--- config.mk ---
export PLATFORM = sky130hd
export DESIGN_NAME = wheel_evnt_meter_flat
export DESIGN_NICKNAME = d
export VERILOG_FILES = /design/src/rtl/wheel_meter_pkg.sv /design/src/rtl/wheel_evnt_meter_if.sv /design/src/rtl/evnt_debounce.sv /design/src/rtl/wheel_evnt_meter.sv /design/src/flat_wrapper.sv
export SDC_FILE = /design/constraint.sdc
export NUM_CORES = 1
export LEC_CHECK = 0
export ABC_AREA = 1
export BUFFER_PORTS_ARGS = -buffer_cell sky130_fd_sc_hd__buf_2
export CELL_PAD_IN_SITES_DETAIL_PLACEMENT = 2
export CELL_PAD_IN_SITES_GLOBAL_PLACEMENT = 2
export CORE_MARGIN = 5
export CORE_UTILIZATION = 38
export CTS_CLUSTER_DIAMETER = 60
export DETAILED_ROUTE_END_ITERATION = 10
export PLACE_DENSITY_LB_ADDON = 0.12
export REMOVE_ABC_BUFFERS = 1
export SKIP_LAST_GASP = 1
export SLEW_MARGIN = 30
export SYNTH_ARGS = -nofsm -noshare
export SYNTH_HDL_FRONTEND = slang
export SYNTH_HIERARCHICAL = 1
export SYNTH_SLANG_ARGS = --single-unit
export TNS_END_PERCENT = 1
--- constraint.sdc ---
create_clock -name clk_sys -period 3.4 [get_ports clk_sys]
set_input_delay 0 -clock clk_sys [delete_from_list [all_inputs] [get_ports clk_sys]]
set_output_delay 0 -clock clk_sys [all_outputs]
set_load 0.03 [all_outputs]
--- src/rtl/wheel_meter_pkg.sv ---
// Shared definitions for the wheel-encoder meter: register offsets, status bit
// positions and the per-channel counter record.
package wheel_meter_pkg;

    localparam logic [1:0] REG_TOTAL  = 2'd0;
    localparam logic [1:0] REG_WINCNT = 2'd1;
    localparam logic [1:0] REG_PERIOD = 2'd2;
    localparam logic [1:0] REG_STATUS = 2'd3;

    localparam int ST_WIN_VALID = 0;
    localparam int ST_PER_VALID = 1;
    localparam int ST_STALLED   = 2;
    localparam int ST_LEVEL     = 3;

    typedef struct packed {
        logic [31:0] total;
        logic [31:0] acc;
        logic [31:0] wincnt;
        logic        win_valid;
        logic        per_valid;
        logic        seen_edge;
    } ch_cnt_t;

endpackage

--- src/rtl/wheel_evnt_meter_if.sv ---
// Register read/write port between the peripheral bus and the wheel meter.
interface wheel_evnt_meter_if;
    logic [3:0]  addr;
    logic        rd;
    logic        wr;
    logic [31:0] wdata;
    logic [31:0] rdata;
    logic        rvalid;

    modport master (output addr, rd, wr, wdata, input rdata, rvalid);
    modport slave  (input addr, rd, wr, wdata, output rdata, rvalid);
endinterface

--- src/rtl/evnt_debounce.sv ---
// One encoder channel: 2-flop synchroniser, stability-count debounce and a
// registered rising-edge pulse of the filtered level.
module evnt_debounce #(
    parameter int DEB_CYC = 16
) (
    input  logic clk_sys,
    input  logic rst_sys,
    input  logic evnt,
    output logic level,
    output logic pulse
);
    localparam int CNT_W = $clog2(DEB_CYC + 1);

    logic [1:0]       sync_q;
    logic [CNT_W-1:0] cnt_q;
    logic             filt_q;
    logic             filt_prev_q;
    logic             pulse_q;

    // NOTE: all state uses <= so every flop samples pre-edge values; reset is synchronous.
    always_ff @(posedge clk_sys) begin
        if (rst_sys) begin
            sync_q      <= '0;
            cnt_q       <= '0;
            filt_q      <= 1'b0;
            filt_prev_q <= 1'b0;
            pulse_q     <= 1'b0;
        end else begin
            sync_q      <= {sync_q[0], evnt};
            filt_prev_q <= filt_q;
            pulse_q     <= filt_q & ~filt_prev_q;
            if (sync_q[1] == filt_q) begin
                cnt_q <= '0;
            end else if (cnt_q == CNT_W'(DEB_CYC - 1)) begin
                filt_q <= sync_q[1];
                cnt_q  <= '0;
            end else begin
                cnt_q <= cnt_q + 1'b1;
            end
        end
    end

    assign level = filt_q;
    assign pulse = pulse_q;
endmodule

--- src/rtl/wheel_evnt_meter.sv ---
// Wheel-encoder meter: per-channel edge total, windowed edge count and
// edge-to-edge period, exposed through a registered read/write port.
module wheel_evnt_meter
    import wheel_meter_pkg::*;
#(
    parameter int NCH     = 2,
    parameter int DEB_CYC = 16,
    parameter int WIN_CYC = 1000000,
    parameter int PER_W   = 24
) (
    input  logic                clk_sys,
    input  logic                rst_sys,
    input  logic [NCH-1:0]      evnt,
    wheel_evnt_meter_if.slave   bus,
    output logic [NCH-1:0]      evnt_pulse,
    output logic                win_irq
);
    localparam int WIN_W = $clog2(WIN_CYC);
    localparam logic [WIN_W-1:0] WIN_LAST = WIN_W'(WIN_CYC - 1);
    localparam logic [PER_W-1:0] PER_MAX  = '1;

    logic [WIN_W-1:0]  win_q;
    logic              win_irq_q;
    logic              win_tc;
    logic [NCH-1:0]    level;
    logic [3:0][31:0]  reg_words [NCH];
    logic [31:0]       rd_word;
    logic [31:0]       rdata_q;
    logic              rvalid_q;

    assign win_tc = (win_q == WIN_LAST);

    always_ff @(posedge clk_sys) begin
        if (rst_sys) begin
            win_q     <= '0;
            win_irq_q <= 1'b0;
        end else begin
            win_irq_q <= win_tc;
            win_q     <= win_tc ? '0 : win_q + 1'b1;
        end
    end

    for (genvar i = 0; i < NCH; i++) begin : g_ch
        ch_cnt_t          cnt_q;
        logic [PER_W-1:0] run_q;
        logic [PER_W-1:0] per_q;
        logic             ch_sel;
        logic             wr_total;
        logic             w1c_win;
        logic             hit;
        logic             stalled;
        logic [3:0][31:0] words;

        evnt_debounce #(.DEB_CYC(DEB_CYC)) u_deb (
            .clk_sys (clk_sys),
            .rst_sys (rst_sys),
            .evnt    (evnt[i]),
            .level   (level[i]),
            .pulse   (evnt_pulse[i])
        );

        assign ch_sel   = (bus.addr[3:2] == 2'(i));
        assign wr_total = bus.wr && ch_sel && (bus.addr[1:0] == REG_TOTAL);
        assign w1c_win  = bus.wr && ch_sel && (bus.addr[1:0] == REG_STATUS)
                          && bus.wdata[ST_WIN_VALID];
        assign hit      = evnt_pulse[i];
        assign stalled  = (run_q == PER_MAX);

        always_ff @(posedge clk_sys) begin
            if (rst_sys) begin
                cnt_q <= '0;
                run_q <= '0;
                per_q <= '0;
            end else begin
                // A clear that coincides with an edge keeps that edge.
                cnt_q.total <= wr_total ? {31'b0, hit} : cnt_q.total + {31'b0, hit};
                if (win_tc) begin
                    cnt_q.wincnt <= cnt_q.acc + {31'b0, hit};
                    cnt_q.acc    <= '0;
                end else begin
                    cnt_q.acc <= cnt_q.acc + {31'b0, hit};
                end
                cnt_q.win_valid <= win_tc | (cnt_q.win_valid & ~w1c_win);
                if (hit) begin
                    per_q           <= run_q;
                    run_q           <= PER_W'(1);
                    cnt_q.seen_edge <= 1'b1;
                    if (cnt_q.seen_edge) cnt_q.per_valid <= 1'b1;
                end else if (!stalled) begin
                    run_q <= run_q + 1'b1;
                end
            end
        end

        // NOTE: every always_comb output gets a default first so no latch is inferred.
        always_comb begin
            words                           = '0;
            words[REG_TOTAL]                = cnt_q.total;
            words[REG_WINCNT]               = cnt_q.wincnt;
            words[REG_PERIOD]               = 32'(per_q);
            words[REG_STATUS][ST_WIN_VALID] = cnt_q.win_valid;
            words[REG_STATUS][ST_PER_VALID] = cnt_q.per_valid;
            words[REG_STATUS][ST_STALLED]   = stalled;
            words[REG_STATUS][ST_LEVEL]     = level[i];
        end

        assign reg_words[i] = words;
    end

    // Channels at or above NCH fall through to the zero default.
    always_comb begin
        rd_word = '0;
        for (int i = 0; i < NCH; i++) begin
            if (bus.addr[3:2] == 2'(i)) rd_word = reg_words[i][bus.addr[1:0]];
        end
    end

    always_ff @(posedge clk_sys) begin
        if (rst_sys) begin
            rvalid_q <= 1'b0;
            rdata_q  <= '0;
        end else begin
            rvalid_q <= bus.rd;
            rdata_q  <= bus.rd ? rd_word : '0;
        end
    end

    assign bus.rdata  = rdata_q;
    assign bus.rvalid = rvalid_q;
    assign win_irq    = win_irq_q;
endmodule

--- src/flat_wrapper.sv ---
// flat-port wrapper written by rule: the top's interface ports become plain ports
module wheel_evnt_meter_flat import wheel_meter_pkg::*;
#(
    parameter int NCH     = 2,
    parameter int DEB_CYC = 16,
    parameter int WIN_CYC = 1000000,
    parameter int PER_W   = 24
)
  (clk_sys, rst_sys, evnt, evnt_pulse, win_irq, bus_addr, bus_rd, bus_wr, bus_wdata, bus_rdata, bus_rvalid);
  wheel_evnt_meter_if bus_i ();
  input  logic clk_sys;
  input  logic rst_sys;
  input  logic [NCH-1:0] evnt;
  output logic [NCH-1:0] evnt_pulse;
  output logic win_irq;
  input wire logic [$bits(bus_i.addr)-1:0] bus_addr;
  input wire logic [$bits(bus_i.rd)-1:0] bus_rd;
  input wire logic [$bits(bus_i.wr)-1:0] bus_wr;
  input wire logic [$bits(bus_i.wdata)-1:0] bus_wdata;
  output wire logic [$bits(bus_i.rdata)-1:0] bus_rdata;
  output wire logic [$bits(bus_i.rvalid)-1:0] bus_rvalid;
  assign bus_i.addr = bus_addr;
  assign bus_i.rd = bus_rd;
  assign bus_i.wr = bus_wr;
  assign bus_i.wdata = bus_wdata;
  assign bus_rdata = bus_i.rdata;
  assign bus_rvalid = bus_i.rvalid;
  wheel_evnt_meter #(.NCH(NCH), .DEB_CYC(DEB_CYC), .WIN_CYC(WIN_CYC), .PER_W(PER_W)) u_core (.clk_sys(clk_sys), .rst_sys(rst_sys), .evnt(evnt), .bus(bus_i), .evnt_pulse(evnt_pulse), .win_irq(win_irq));
endmodule
==> impl_metrics.ini, run 1 <==
[placed_design]
gp_congestion = 0.864
portBuffers = 46
place_hpwl_mm = 49.5
dpl_cell_area_um2 = 18300

[floorplan]
ios = 78
initial_utilization_pct = 38.6
fp.coreArea_um2 = 45500
dieWidth_um = 225
placementRows = 78
dieArea_um2 = 50600
die_y_um = 225

[critical_path]
regToRegSetupSlack_ns = 0.73
path_class = flop to flop
critical-path-top-delay-family = simple AND/OR/NAND/NOR gates
cp_num_buf_inv = 1
slowest_stage = dlygate4sd3_1
cpPeakStageDelay_ns = 0.59
required_ns = 3.92
crit_top_cell = nand2_1
cp.arrival_ns = 3.20
crit_path_max_fanout = 7
worstSetupStartpointType = flop
worstSetupEndpointType = flop
path_cells = ha_1 -> nand2_1 -> nor2_1 -> nand2_1 -> nor2_1 -> nand2_1 -> nand2_1 -> nand2_1 -> nand2_1 -> nand2_1 -> a21oi_1 -> dlygate4sd3_1

[routing]
wl_per_cell_um = 20.8
drc_errors = 0
drtIter0Drc = 841
viasPerCell = 5.30
detail-route-antenna-nets = 0
route.vias.total = 17036
dr.pass1.iters = 4
drt_wl_total_mm = 66.8

[global_routing]
antenna_found_initial = 0
grt_max_degree = 70
grt_pass1_vias = 18503
grt_pass1_wl_mm = 104
grt_usage_pct = 25.9
grt_overflow = 0

[finish]
syn2layout_area_growth_pct = 14.1
fill_cells = 5425
final_cell_mix = nand2_1 (587), dfxtp_1 (368), nor2_1 (330)
drive_above_1_share_pct = 9.30
final_common_cell = nand2_1
multiInputGateArea_um2 = 8530
seqCellArea_um2 = 7370
num-nets-final = 2634
postLayoutCellArea_um2 = 20000

[clock_tree]
cts_made_buffers = 48
cts_tree = yes
clkTransAtPathRegs_ns = 0.06
cts_max_level = 2
cts_max_path_buffers = 3
cts_resized = 0
root_buffer = clkbuf_16
clock_sinks = 368
clk_latency_ns = 0.59

[sta]
period_needed_ns = 2.67
hold_viol = 0
setup_tns_ns = 0
fmax_mhz = 374
grt_setup_unrepaired = false
tightestPinTransition_ns = 0.837
max_slew_margin_pct = 44.2
drv_slew = 0
fin_crit_sh_pct = 78.6
fin_skew_ns = 0.0266
setup_viol = 0

[synth]
ys.flop_type = dfxtp_1
ys_warn_count = 6
netlist_instances = 2526
ys_seq_elements = 368
ys_seq_area_share_pct = 42.0
synthArstFlopShare_pct = 0
synth_edf_count = 0
yosysUniqueCellTypes = 48
avgSynthCellArea_um2 = 6.94
synth_area_um2 = 17500

[power_and_ir_drop]
p_leak_nw = 7.48
ir_worst_vdd_uv = 375
pwr_density_cell_nw_per_um2 = 488
p_total_w = 0.00976

[run_status]
outcome = finished clean

[run]
cap_violations = 0

[min_path]
hp-class = input pin to flop
registers in the layout (all words and copies together) (netlist names), 2 cells and up:
name,flops
u_core/win_q,20
u_core/g_ch.u_deb/cnt_q,10
u_core/bus.rdata,32
u_core/g_ch.per_q,48
u_core/g_ch.cnt_q,198
u_core/g_ch.u_deb/filt_prev_q,2
u_core/g_ch.run_q,48
u_core/g_ch.u_deb/pulse,2
u_core/g_ch.u_deb/sync_q,4
u_core/g_ch.u_deb/level,2
report_power, final:
group          total (W)  internal (W)  leakage, nW  switching (W)
sequential       0.00435       0.00433         2.97      0.0000154
clock            0.00510       0.00308        0.772        0.00202
combinational   0.000316     0.0000696         3.75       0.000246
total            0.00976       0.00748         7.48        0.00228
tightest hold or removal path: cells and delay by family:
kind                   cells  cell delay [ns]
AO/OA/AOI/OAI              2             0.26
AND/OR/NAND/NOR            1             0.15
buffers and inverters      1             0.21
what timing repair did:
| action | CTS | global route |
|---|---|---|
| setup buffers | 0 | 0 |
| hold endpoints to repair | 16 | 0 |
| hold buffers | 13 | 0 |
cell families after synthesis:
family / count (synthesis) / share of synthesized area [%]
AND/OR/NAND/NOR: 1212 / 30.4
adder cells (fa/ha/maj): 15 / 1.07
AO/OA/AOI/OAI: 434 / 13.0
buffers and inverters: 414 / 9.40
XOR/XNOR: 83 / 4.14
flip-flops: 368 / 42.0
cell usage after synthesis (all sizes together) (36+ instances only):
cell type | instances | area share (%)
nand3 | 89 | 2.8
nand2 | 601 | 13
o22ai | 36 | 1.3
o21ai | 183 | 5.2
dfxtp | 368 | 42
buf | 40 | 1.4
a21oi | 191 | 5.5
xor2 | 58 | 2.9
nor3 | 72 | 2.4
nand4 | 41 | 1.5
clkbuf | 38 | 0.81
nor2 | 361 | 8.5
inv | 334 | 7.2
through the flow:
step	setup slack, ns	util (%)	cells	hold slack, ns
finish	0.728	44.0	3213	0.106
global placement	1.10	40.2	3114	0.204
global route	0.524	44.0	3212	0.156
floorplan	0.627	-	2448	0.0691
detailed placement	0.979	40.2	3114	0.213
CTS	0.841	44.0	3212	0.0886
final timing paths:
check,startpoint,endpoint,depth (start not counted)
max,u_core/g_ch[1].run_q[0],u_core/bus.rdata[2],12
min,bus_addr[0],u_core/g_ch[1].cnt_q[2],4
max reg2reg,u_core/g_ch[1].run_q[0],u_core/bus.rdata[2],12
min reg2reg,u_core/g_ch[0].u_deb/filt_prev_q,u_core/g_ch[0].u_deb/pulse,1
layer usage:
layer / track usage, % / vias up / share of wire [%]
met5: 0 / - / 0
met4: 8.27 / 0 / 3.0
met3: 3.22 / 98 / 3.2
met2: 45.7 / 279 / 49
met1: 33.0 / 8498 / 44
li1: - / 8161 / -
area by class of cell:
type                            count  area share, %
Timing Repair Buffer               79           2.55
Clock buffer                       68           6.93
Tap cell                          600           3.75
Multi-Input combinational cell   1744           42.6
Antenna cell                        1         0.0125
Inverter                          336           6.31
Sequential cell                   368           36.8
Clock inverter                     17           1.00
Power figures use the tool's default switching activity.
==> run 2, diff against run 1 <==
Settings changed: CORE_UTILIZATION 38 to 35.
Clock period 3.4 ns to 2.7 ns, I/O delays scaled along.
==> impl_metrics.ini, run 2 (same netlist as run 1, synthesis figures left out) <==
[clock_tree]
clkTransAtPathRegs_ns = 0.06
cts_max_level = 2
root_buffer = clkbuf_16
clk_latency_ns = 0.59
cts_made_buffers = 47
cts_max_path_buffers = 3
clock_sinks = 368
cts_tree = yes
cts_setup_buffers = 0

[finish]
seqCellArea_um2 = 7370
num-nets-final = 2640
top_register = u_core/g_ch.cnt_q
postLayoutCellArea_um2 = 20200
final_cell_mix = nand2_1 (587), dfxtp_1 (367), nor2_1 (330)
final_common_cell = nand2_1
multiInputGateArea_um2 = 8530
drive_above_1_share_pct = 9.66
antennaDiodeCount = 0
reg.largest.list = u_core/g_ch.cnt_q x198, u_core/g_ch.per_q x48, u_core/g_ch.run_q x48
fill_cells = 5969
utilization_pct = 40.5
syn2layout_area_growth_pct = 15.1
largest_reg_flops = 198

[global_routing]
grt_max_degree = 66
antenna_found_initial = 0
grt_pass1_wl_mm = 103
grt_pass1_vias = 18292
grt_overflow = 0
grt_usage_pct = 23.8

[critical_path]
cp_num_buf_inv = 2
worstSetupStartpointType = flop
crit_end = u_core/bus.rdata[2]
crit_top_cell = nand2_1
worstSetupEndpointType = flop
path_class = flop to flop
cp.arrival_ns = 3.05
crit_cells = 10
setup.worst_path.start = u_core/g_ch[0].run_q[0]
path_cells = ha_1 -> inv_2 -> nor2_2 -> nand2_2 -> nor2_4 -> nand4_1 -> nand2_1 -> nand2_1 -> a21oi_1 -> dlygate4sd3_1
regToRegSetupSlack_ns = 0.17
worst-r2r-cell-count = 10
slowest_stage = dlygate4sd3_1
crit_path_max_fanout = 6
critical-path-top-delay-family = simple AND/OR/NAND/NOR gates
cpPeakStageDelay_ns = 0.56
reg2reg_to = u_core/bus.rdata[2]
r2r-start = u_core/g_ch[0].run_q[0]
required_ns = 3.22

[floorplan]
die_y_um = 234
ios = 78
placementRows = 82
dieWidth_um = 234
initial_utilization_pct = 35.2
dieArea_um2 = 54700
fp.coreArea_um2 = 49900

[power_and_ir_drop]
switchingPower_w = 0.00292
seqPwrFrac_pct = 44.3
ir_worst_vdd_uv = 376
comb_power_share_pct = 3.3
internal-power_w = 0.00941
pwr_density_cell_nw_per_um2 = 611
swShare_pct = 23.7
clock_power_share_pct = 52.4
p_leak_nw = 7.53

[routing]
detail-route-antenna-nets = 0
dr.pass1.iters = 4
drt_wl_total_mm = 65.9
route.vias.total = 16881
viasPerCell = 5.13
wl_per_cell_um = 20.0
drtIter0Drc = 749
drc_errors = 0

[placed_design]
gp_congestion = 0.874
portBuffers = 46
dpl_cell_area_um2 = 18400
place_hpwl_mm = 49.7

[sta]
setup_viol = 0
period_needed_ns = 2.53
drv_slew = 0
setup_tns_ns = 0
max_slew_margin_pct = 47.1
grt_setup_unrepaired = false
hold_viol = 0
tightestPinTransition_ns = 0.792
fmax_mhz = 395
fin_skew_ns = 0.0262
fin_crit_sh_pct = 93.8

[min_path]
hp-class = input pin to flop

[run_status]
outcome = finished clean

[run]
cap_violations = 0
[run 2: how the worst min path moves through the flow]
stage / from / end / slack, ns / cells after the start
floorplan: rst_sys / u_core/g_ch[0].cnt_q[1] / 0.07 / 1
global placement: evnt[0] / u_core/g_ch[0].u_deb/sync_q[0] / 0.23 / 3
detailed placement: evnt[0] / u_core/g_ch[0].u_deb/sync_q[0] / 0.23 / 3
CTS: bus_addr[2] / u_core/bus.rdata[1] / 0.07 / 6
global route: bus_addr[2] / u_core/bus.rdata[1] / 0.11 / 6
finish: bus_addr[0] / u_core/g_ch[0].cnt_q[2] / 0.09 / 4
[run 2: routing by layer]
metal,GRT usage (%),part of all wire (%),vias up
li1,-,-,8187
met1,31.6,47,8437
met2,41.9,49,184
met3,2.53,2.7,73
met4,5.41,1.8,0
met5,0,0,-
[run 2: cell type report]
| cell class | count | share of cell area, % |
|---|---|---|
| repair buffers | 86 | 2.94 |
| inverters | 336 | 6.26 |
| clock inverters | 19 | 1.06 |
| flip-flops and latches | 368 | 36.5 |
| well taps | 672 | 4.16 |
| multi-input cells | 1744 | 42.3 |
| clock buffers | 66 | 6.83 |
[run 2: stage by stage]
step | power, W | hold slack [ns] | setup WS, ns | instances
finish | 0.0123 | 0.0900 | 0.168 | 3291
global route | 0.0127 | 0.109 | 0.0481 | 3291
CTS | 0.0125 | 0.0687 | 0.112 | 3291
detailed placement | 0.00598 | 0.231 | 0.542 | 3191
global placement | 0.00597 | 0.227 | 0.645 | 3191
floorplan | 0.00577 | 0.0691 | -0.0734 | 2448
[run 2: worst min-delay path, delay by kind of cell]
kind | cells | cell delay, ns
simple gates | 1 | 0.16
compound gates | 2 | 0.22
buf+inv | 1 | 0.22
[run 2: timing repair]
action | in CTS | in global routing
hold buffers | 15 | 0
endpoints found under the setup margin | 0 | 1
hold endpoints to repair | 38 | 0
gates resized for setup | 0 | 2
[run 2: power by group through the flow]
stage	clock [W]	sequential (W)	combinational, W
3_5_place_dp	0	0.00559	0.000392
2_1_floorplan	0	0.00559	0.000174
6_report	0.00646	0.00547	0.000406
4_1_cts	0.00664	0.00547	0.000408
3_3_place_gp	0	0.00559	0.000382
5_1_grt	0.00684	0.00547	0.000439
